## config.mk

```make
export PLATFORM = sky130hd
export DESIGN_NAME = param_updown_counter
export DESIGN_NICKNAME = d
export VERILOG_FILES = /design/src/rtl/param_updown_counter.sv
export SDC_FILE = /design/constraint.sdc
export NUM_CORES = 1
export LEC_CHECK = 0
export BUFFER_PORTS_ARGS = -buffer_cell sky130_fd_sc_hd__buf_2
export CAP_MARGIN = 5
export CORE_AREA = 2 2 39 41
export DETAILED_ROUTE_END_ITERATION = 8
export DIE_AREA = 0 0 41 43
export GPL_TIMING_DRIVEN = 1
export REMOVE_ABC_BUFFERS = 1
export SYNTH_ARGS = -nofsm -noshare
export SYNTH_HDL_FRONTEND = slang
export SYNTH_SLANG_ARGS = --single-unit
```

## constraint.sdc

```tcl
create_clock -name clk -period 1.7 [get_ports clk]
set_clock_uncertainty 0.2 [all_clocks]
set_input_delay 0 -clock clk [delete_from_list [all_inputs] [get_ports clk]]
set_output_delay 0 -clock clk [all_outputs]
set_load 0.02 [all_outputs]
```

## src/rtl/param_updown_counter.sv

```systemverilog
// Parametrised up/down counter with load, wrap/saturate modes and cascade flags.
// Q and ovf are registered; tc is a combinational carry-enable for the next stage.
module param_updown_counter #(
    parameter int unsigned WIDTH    = 3,
    parameter int unsigned MODULUS  = 1 << WIDTH,
    parameter int unsigned SATURATE = 0
) (
    input  logic             clk,
    input  logic             clear,
    input  logic             en,
    input  logic             up_dn,
    input  logic             load,
    input  logic [WIDTH-1:0] load_val,
    output logic [WIDTH-1:0] Q,
    output logic             tc,
    output logic             ovf
);

    localparam logic [WIDTH-1:0] MAX_VAL = WIDTH'(MODULUS - 1);
    localparam logic [WIDTH:0]   MOD_EXT = (WIDTH + 1)'(MODULUS);
    localparam logic             SAT     = (SATURATE != 0);

    logic             at_max;
    logic             at_zero;
    logic [WIDTH-1:0] q_next;
    logic             ovf_next;

    assign at_max  = (Q == MAX_VAL);
    assign at_zero = (Q == '0);

    assign tc = en & ((up_dn & at_max) | (~up_dn & at_zero));

    // Next-state: load > count > hold; a boundary count raises ovf for one cycle.
    always_comb begin
        q_next   = Q;
        ovf_next = 1'b0;
        if (load) begin
            q_next = ({1'b0, load_val} >= MOD_EXT) ? MAX_VAL : load_val;
        end else if (en) begin
            if (up_dn) begin
                if (at_max) begin
                    ovf_next = 1'b1;
                    q_next   = SAT ? Q : '0;
                end else begin
                    q_next = Q + WIDTH'(1);
                end
            end else begin
                if (at_zero) begin
                    ovf_next = 1'b1;
                    q_next   = SAT ? Q : MAX_VAL;
                end else begin
                    q_next = Q - WIDTH'(1);
                end
            end
        end
    end

    always_ff @(posedge clk or posedge clear) begin
        if (clear) begin
            Q   <= '0;
            ovf <= 1'b0;
        end else begin
            Q   <= q_next;
            ovf <= ovf_next;
        end
    end

endmodule

```

==> flow_summary_export.csv, run 1 <==
group,metric,value,unit
run_status,status,"finished clean",
layout,diodes,0,
clocking,cts_tree,"built",
global_route,use_met1,0.119,
global_route,antenna_found_initial,0,
hold_path,holdCritPathClass,"in2reg",
sta,maxSlewViolCount,0,
clocking,ctsHtreeMaxLevel,1,
routing,drt-vias-per-instance,4.46,
sta,worst_pin_slew,288,ps
logic_synthesis,ys_warn_count,0,
die,io_pins,13,
die,die_w,41,µm
power,seqPwrFrac,0.292,
critical_path,path_cells,"inv_2, ha_4, or3b_4, a21boi_2, buf_6",
global_route,track_usage,0.123,
power,p_clk_frac,0.286,
clocking,clkTransAtPathRegs,40,ps
die,rows,14,
logic_synthesis,ys_ff_latch,4,
sta,tns,0,ps
placed_design,place_hpwl,518,µm
power,switching_power,0.120,mW
global_route,use_met2,0.219,
critical_path,worst_setup_path_start_kind,"register",
placed_design,dp.cells,62,
layout,drive_above_1_share,0.462,
global_route,grt_overflow,0,
routing,first_iter_violations,3,
placed_design,port_buffers,12,
power,cellPowerDensity,669,mW/mm²
layout,final_common_cell,"dlygate4sd3_1",
critical_path,critPathKind,"reg2out",
sta,slew_headroom,0.805,
layout,final_cell_mix,"11 x dlygate4sd3_1, 10 x buf_2, 6 x buf_4, 4 x nand2_1",
clocking,numCtsBuffers,3,
global_route,busiest_layer,"met2",
die,start_util,0.222,
logic_synthesis,syn_avg_cell_area,9.02,µm²
global_route,grt_max_degree,8,
critical_path,path_buf_inv,2,
critical_path,cp_data_required_time,1500,ps
power,intPower,0.277,mW
layout,fin_nets,79,
die,die-area,0.00176,mm²
sta,setup_viol,0,
routing,dr_total_vias,361,
placed_design,finalWeightedCongestion,0.747,
logic_synthesis,synthesis.instances,34,
power,leakage,0.282,nW
die,fp.coreArea,0.00138,mm²
layout,syn2layout_area_growth,93.9,%
critical_path,critPathArrivalTime,1500,ps
global_route,use_met3,0.00524,
critical_path,crit_family,"flip-flops",
clocking,cts_sinks,4,
die,die_h,43,µm
clocking,insertion_delay,230,ps
routing,dr.pass1.iters,4,
power,combPwrFrac,0.422,
logic_synthesis,synth_seq_area_share,0.327,
sta,timing.final.crit_share,0.997,
logic_synthesis,syn_area,307,µm²
routing,wl,917,µm
clocking,cts-root-buf,"clkbuf_4",
global_route,grt_pass1_wl,1.46,mm
power,netSwitchingFraction,0.303,
layout,fin_cells,81,
sta,rsz0062_at_grt,"yes",
logic_synthesis,synth_cell_types,19,
global_route,first_global_vias,389,
critical_path,slowest_delay,390,ps
sta,max_freq,590,MHz
critical_path,crit_path_end_kind,"output pin",
routing,drc,0,
sta,hold_violations,0,
routing,routedWlPerCell,11.3,µm
critical_path,crit_slowest_cell,"dfrtp_1",
flow_run,drv_cap,0,
critical_path,cp_max_fo,2,
sta,period_needed,1700,ps
routing,ant_nets,0,
clocking,clockBufferDepth,2,
power,ir_drop,0.000167,V
## final timing paths
check	slack (ps)	cells past startpoint	to	start
max	5	5	tc	Q[0]
min	400	3	Q[1]	en
max reg2reg	70	4	Q[2]	Q[2]
min reg2reg	490	3	Q[2]	Q[2]
max in group asynchronous	580	4	Q[2]	clear
min in group asynchronous	560	4	ovf	clear
## worst min-delay path, cell delays in order
cell           delay, ps
dlygate4sd3_1        520
buf_2                140
o311ai_1             100
## final cells by class
class	instances	area, µm²
inverter	4	15.0
multi-input combinational	26	219
fill	142	790
tap	16	20.0
clock buffer	3	22.5
timing repair buffer	28	216
sequential	4	101
## synthesized netlist by cell type
master / n / area share
nand2_1: 5 / 0.061
dfrtp_1: 4 / 0.33
ha_1: 4 / 0.16
inv_1: 4 / 0.049
a21oi_1: 2 / 0.033
o21ai_0: 2 / 0.033
a21boi_0: 1 / 0.024
a21boi_1: 1 / 0.024
a31o_1: 1 / 0.029
and2b_1: 1 / 0.024
and2b_2: 1 / 0.029
nand2b_1: 1 / 0.020
nor2b_1: 1 / 0.020
nor3b_1: 1 / 0.024
o221ai_1: 1 / 0.029
o311ai_1: 1 / 0.029
o31ai_1: 1 / 0.024
or3_1: 1 / 0.020
or3b_4: 1 / 0.037
## registers in the layout, summed over array words and instances (netlist names)
register	cells
Q	3
ovf	1
## power groups by stage
stage                     combinational, mW  sequential (mW)  clock (mW)
after floorplan                      0.0561            0.128           0
after global placement                0.102            0.117           0
after global routing                  0.187            0.119       0.126
after CTS                             0.157            0.116       0.119
after detailed placement              0.101            0.118           0
final                                 0.168            0.116       0.114
## logic make-up after synthesis
group	Yosys count	share of synthesized area
AO/OA/AOI/OAI	10	0.225
flip-flops	4	0.327
buffers and inverters	4	0.0490
adder cells (fa/ha/maj)	4	0.163
AND/OR/NAND/NOR	12	0.237
## per-layer routing
layer / share of wire / vias up / wire length [µm]
met5: 0 / - / 0
met2: 0.58 / 12 / 533
met3: 0.058 / 0 / 53
met1: 0.36 / 167 / 330
li1: - / 182 / -
met4: 0 / 0 / 0
## stage by stage
step | power (mW) | instance area [µm²] | worst slack, ps | util | hold slack (ps)
finish | 0.398 | 594 | 4.87 | 0.429 | 399
global route | 0.432 | 594 | -72.2 | 0.429 | 428
CTS | 0.393 | 579 | -13.5 | 0.419 | 365
detailed placement | 0.220 | 387 | 112 | 0.279 | -314
global placement | 0.220 | 387 | 112 | 0.279 | -316
floorplan | 0.184 | 307 | 33.0 | - | -434
## repair_timing
| item | CTS | global route |
|---|---|---|
| endpoints found under the hold margin | 8 | 0 |
| hold buffers | 11 | 0 |
| gates resized for setup | 5 | 7 |
| endpoints found under the setup margin | 1 | 3 |
| pin swaps | 2 | 3 |
| buffers inserted | 6 | 0 |
No activity file was read; power rests on OpenSTA's default activity.
==> inputs of run 2 (changes only) <==
==> constraint.sdc (replaced) <==
create_clock -name clk -period 1.7 [get_ports clk]
set_clock_uncertainty 0.2 [all_clocks]
set_input_delay 0 -clock clk [delete_from_list [all_inputs] [get_ports clk]]
set_output_delay 0 -clock clk [all_outputs]
set_load 0.1 [all_outputs]
==> flow_summary_export.csv, run 2 (same netlist as run 1, synthesis figures left out) <==
group,metric,value,unit
run_status,status,"finished with violations",
run_status,violations,"negative setup slack",
layout,top_register,"Q",
layout,fin_cells,81,
flow_run,drv_cap,0,
die,rows,14,
placed_design,finalWeightedCongestion,0.851,
layout,reg_top3,"Q (3), ovf (1)",
layout,fin_util,0.444,
layout,largest_reg_flops,3,
critical_path,crit_path_end_kind,"output pin",
global_route,grt_overflow,0,
critical_path,regToRegEndpoint,"Q[2]",
global_route,track_usage,0.130,
power,combPwrFrac,0.518,
layout,diodes,0,
die,io_pins,13,
global_route,antenna_found_initial,0,
power,switching_power,0.198,mW
routing,first_iter_violations,5,
sta,hold_violations,0,
clocking,cts_sinks,4,
sta,tns,-77.4,ps
placed_design,pre_cts_ws,39.3,ps
placed_design,postPlaceCellArea,424,µm²
placed_design,port_buffers,12,
layout,syn2layout_area_growth,100,%
power,p_clk_frac,0.240,
sta,setup_slack,-77.4,ps
sta,worst_pin_slew,486,ps
layout,fin_nets,79,
sta,setup_viol,1,
clocking,cts_tree,"built",
global_route,grt_pass1_wl,1.50,mm
hold_path,holdCritPathClass,"in2reg",
hold_path,holdCritStartpoint,"load_val[2]",
routing,ant_nets,0,
sta,whs,366,ps
die,die_h,43,µm
global_route,first_global_vias,393,
global_route,grt_max_degree,8,
layout,final_cell_mix,"11 x buf_2, 10 x dlygate4sd3_1, 6 x buf_4, 5 x nand2_1, 4 x dfrtp_1",
hold_path,whs_endpoint,"Q[2]",
layout,drive_above_1_share,0.462,
placed_design,place_hpwl,555,µm
power,totalPowerFinal,0.481,mW
sta,rsz0062_at_grt,"yes",
critical_path,reg2reg_depth,6,
routing,dr_total_vias,373,
sta,timing.final.crit_share,1.05,
critical_path,critPathArrivalTime,1580,ps
sta,max_freq,563,MHz
hold_path,hold_depth,4,
critical_path,worst_setup_path_start_kind,"register",
power,intPower,0.283,mW
routing,dr.pass1.iters,4,
critical_path,crit_family,"flip-flops",
critical_path,crit_slowest_cell,"dfrtp_1",
layout,final_area,614,µm²
clocking,ctsHtreeMaxLevel,1,
critical_path,r2r_start,"Q[0]",
power,seqPwrFrac,0.242,
sta,period_needed,1780,ps
critical_path,path_buf_inv,2,
critical_path,cp_data_required_time,1500,ps
power,cellPowerDensity,783,mW/mm²
critical_path,critPathKind,"reg2out",
routing,drt-vias-per-instance,4.60,
clocking,clockBufferDepth,2,
die,die_w,41,µm
critical_path,r2r_setup_slack,90,ps
power,ir_drop,0.000213,V
critical_path,cp_max_fo,2,
clocking,clkTransAtPathRegs,40,ps
routing,routedWlPerCell,11.3,µm
power,leakage,0.289,nW
die,fp.coreArea,0.00138,mm²
clocking,cts-root-buf,"clkbuf_4",
sta,maxSlewViolCount,0,
placed_design,dp.cells,65,
critical_path,path_cells,"inv_2, ha_4, or3b_4, a21boi_4, buf_12",
clocking,numCtsBuffers,3,
die,die-area,0.00176,mm²
die,start_util,0.222,
sta,slew_headroom,0.678,
clocking,insertion_delay,230,ps
power,netSwitchingFraction,0.411,
routing,wl,918,µm
critical_path,slowest_delay,390,ps
routing,drc,0,
layout,final_common_cell,"buf_2",
[run 2: cell count changes in the layout (fill, tap and decap cells not counted), sizes merged]
cell / delta
buf: +1
dlygate4sd3: -1
[run 2: how the worst max path moves through the flow]
stage	from	endpoint	slack [ps]	cells past startpoint
detailed placement	Q[1]	tc	40	5
global route	Q[0]	tc	-140	5
global placement	Q[1]	tc	50	5
CTS	Q[1]	tc	-90	5
floorplan	Q[0]	tc	-1430	4
finish	Q[0]	tc	-80	5
[run 2: repair_timing]
action / CTS / global route
endpoints found under the hold margin: 8 / 0
buffers inserted: 5 / 0
setup endpoints to repair: 1 / 2
hold buffers: 10 / 0
resized for setup: 5 / 6
cloned: 0 / 0
pin swaps: 2 / 4
[run 2: power groups by stage]
stage | logic [mW] | clock network (mW) | registers, mW
6_report | 0.249 | 0.115 | 0.116
2_1_floorplan | 0.0652 | 0 | 0.188
3_3_place_gp | 0.191 | 0 | 0.116
4_1_cts | 0.240 | 0.122 | 0.116
5_1_grt | 0.267 | 0.133 | 0.118
3_5_place_dp | 0.192 | 0 | 0.117
[run 2: worst register-to-register path, stage by stage (launching register included)]
cell and delay, ps:
dfrtp_1 360, inv_2 70, ha_4 160, buf_4 130, or3_4 370, a21oi_2 140, o21ai_1 70
[run 2: area by class of cell]
class                           count  area [µm²]
Clock buffer                        3        22.5
Fill cell                         132         769
Inverter                            4        15.0
Multi-Input combinational cell     26         236
Sequential cell                     4         100
Tap cell                           16        20.0
Timing Repair Buffer               28         220
[run 2: routing by layer]
layer | vias to the layer above | part of all wire | GRT usage | wire length (µm)
met5 | - | 0 | 0 | 0
met4 | 0 | 0 | 0.120 | 0
met3 | 0 | 0.052 | 0.0209 | 48
met2 | 14 | 0.52 | 0.194 | 481
met1 | 175 | 0.42 | 0.145 | 388
li1 | 184 | - | - | -
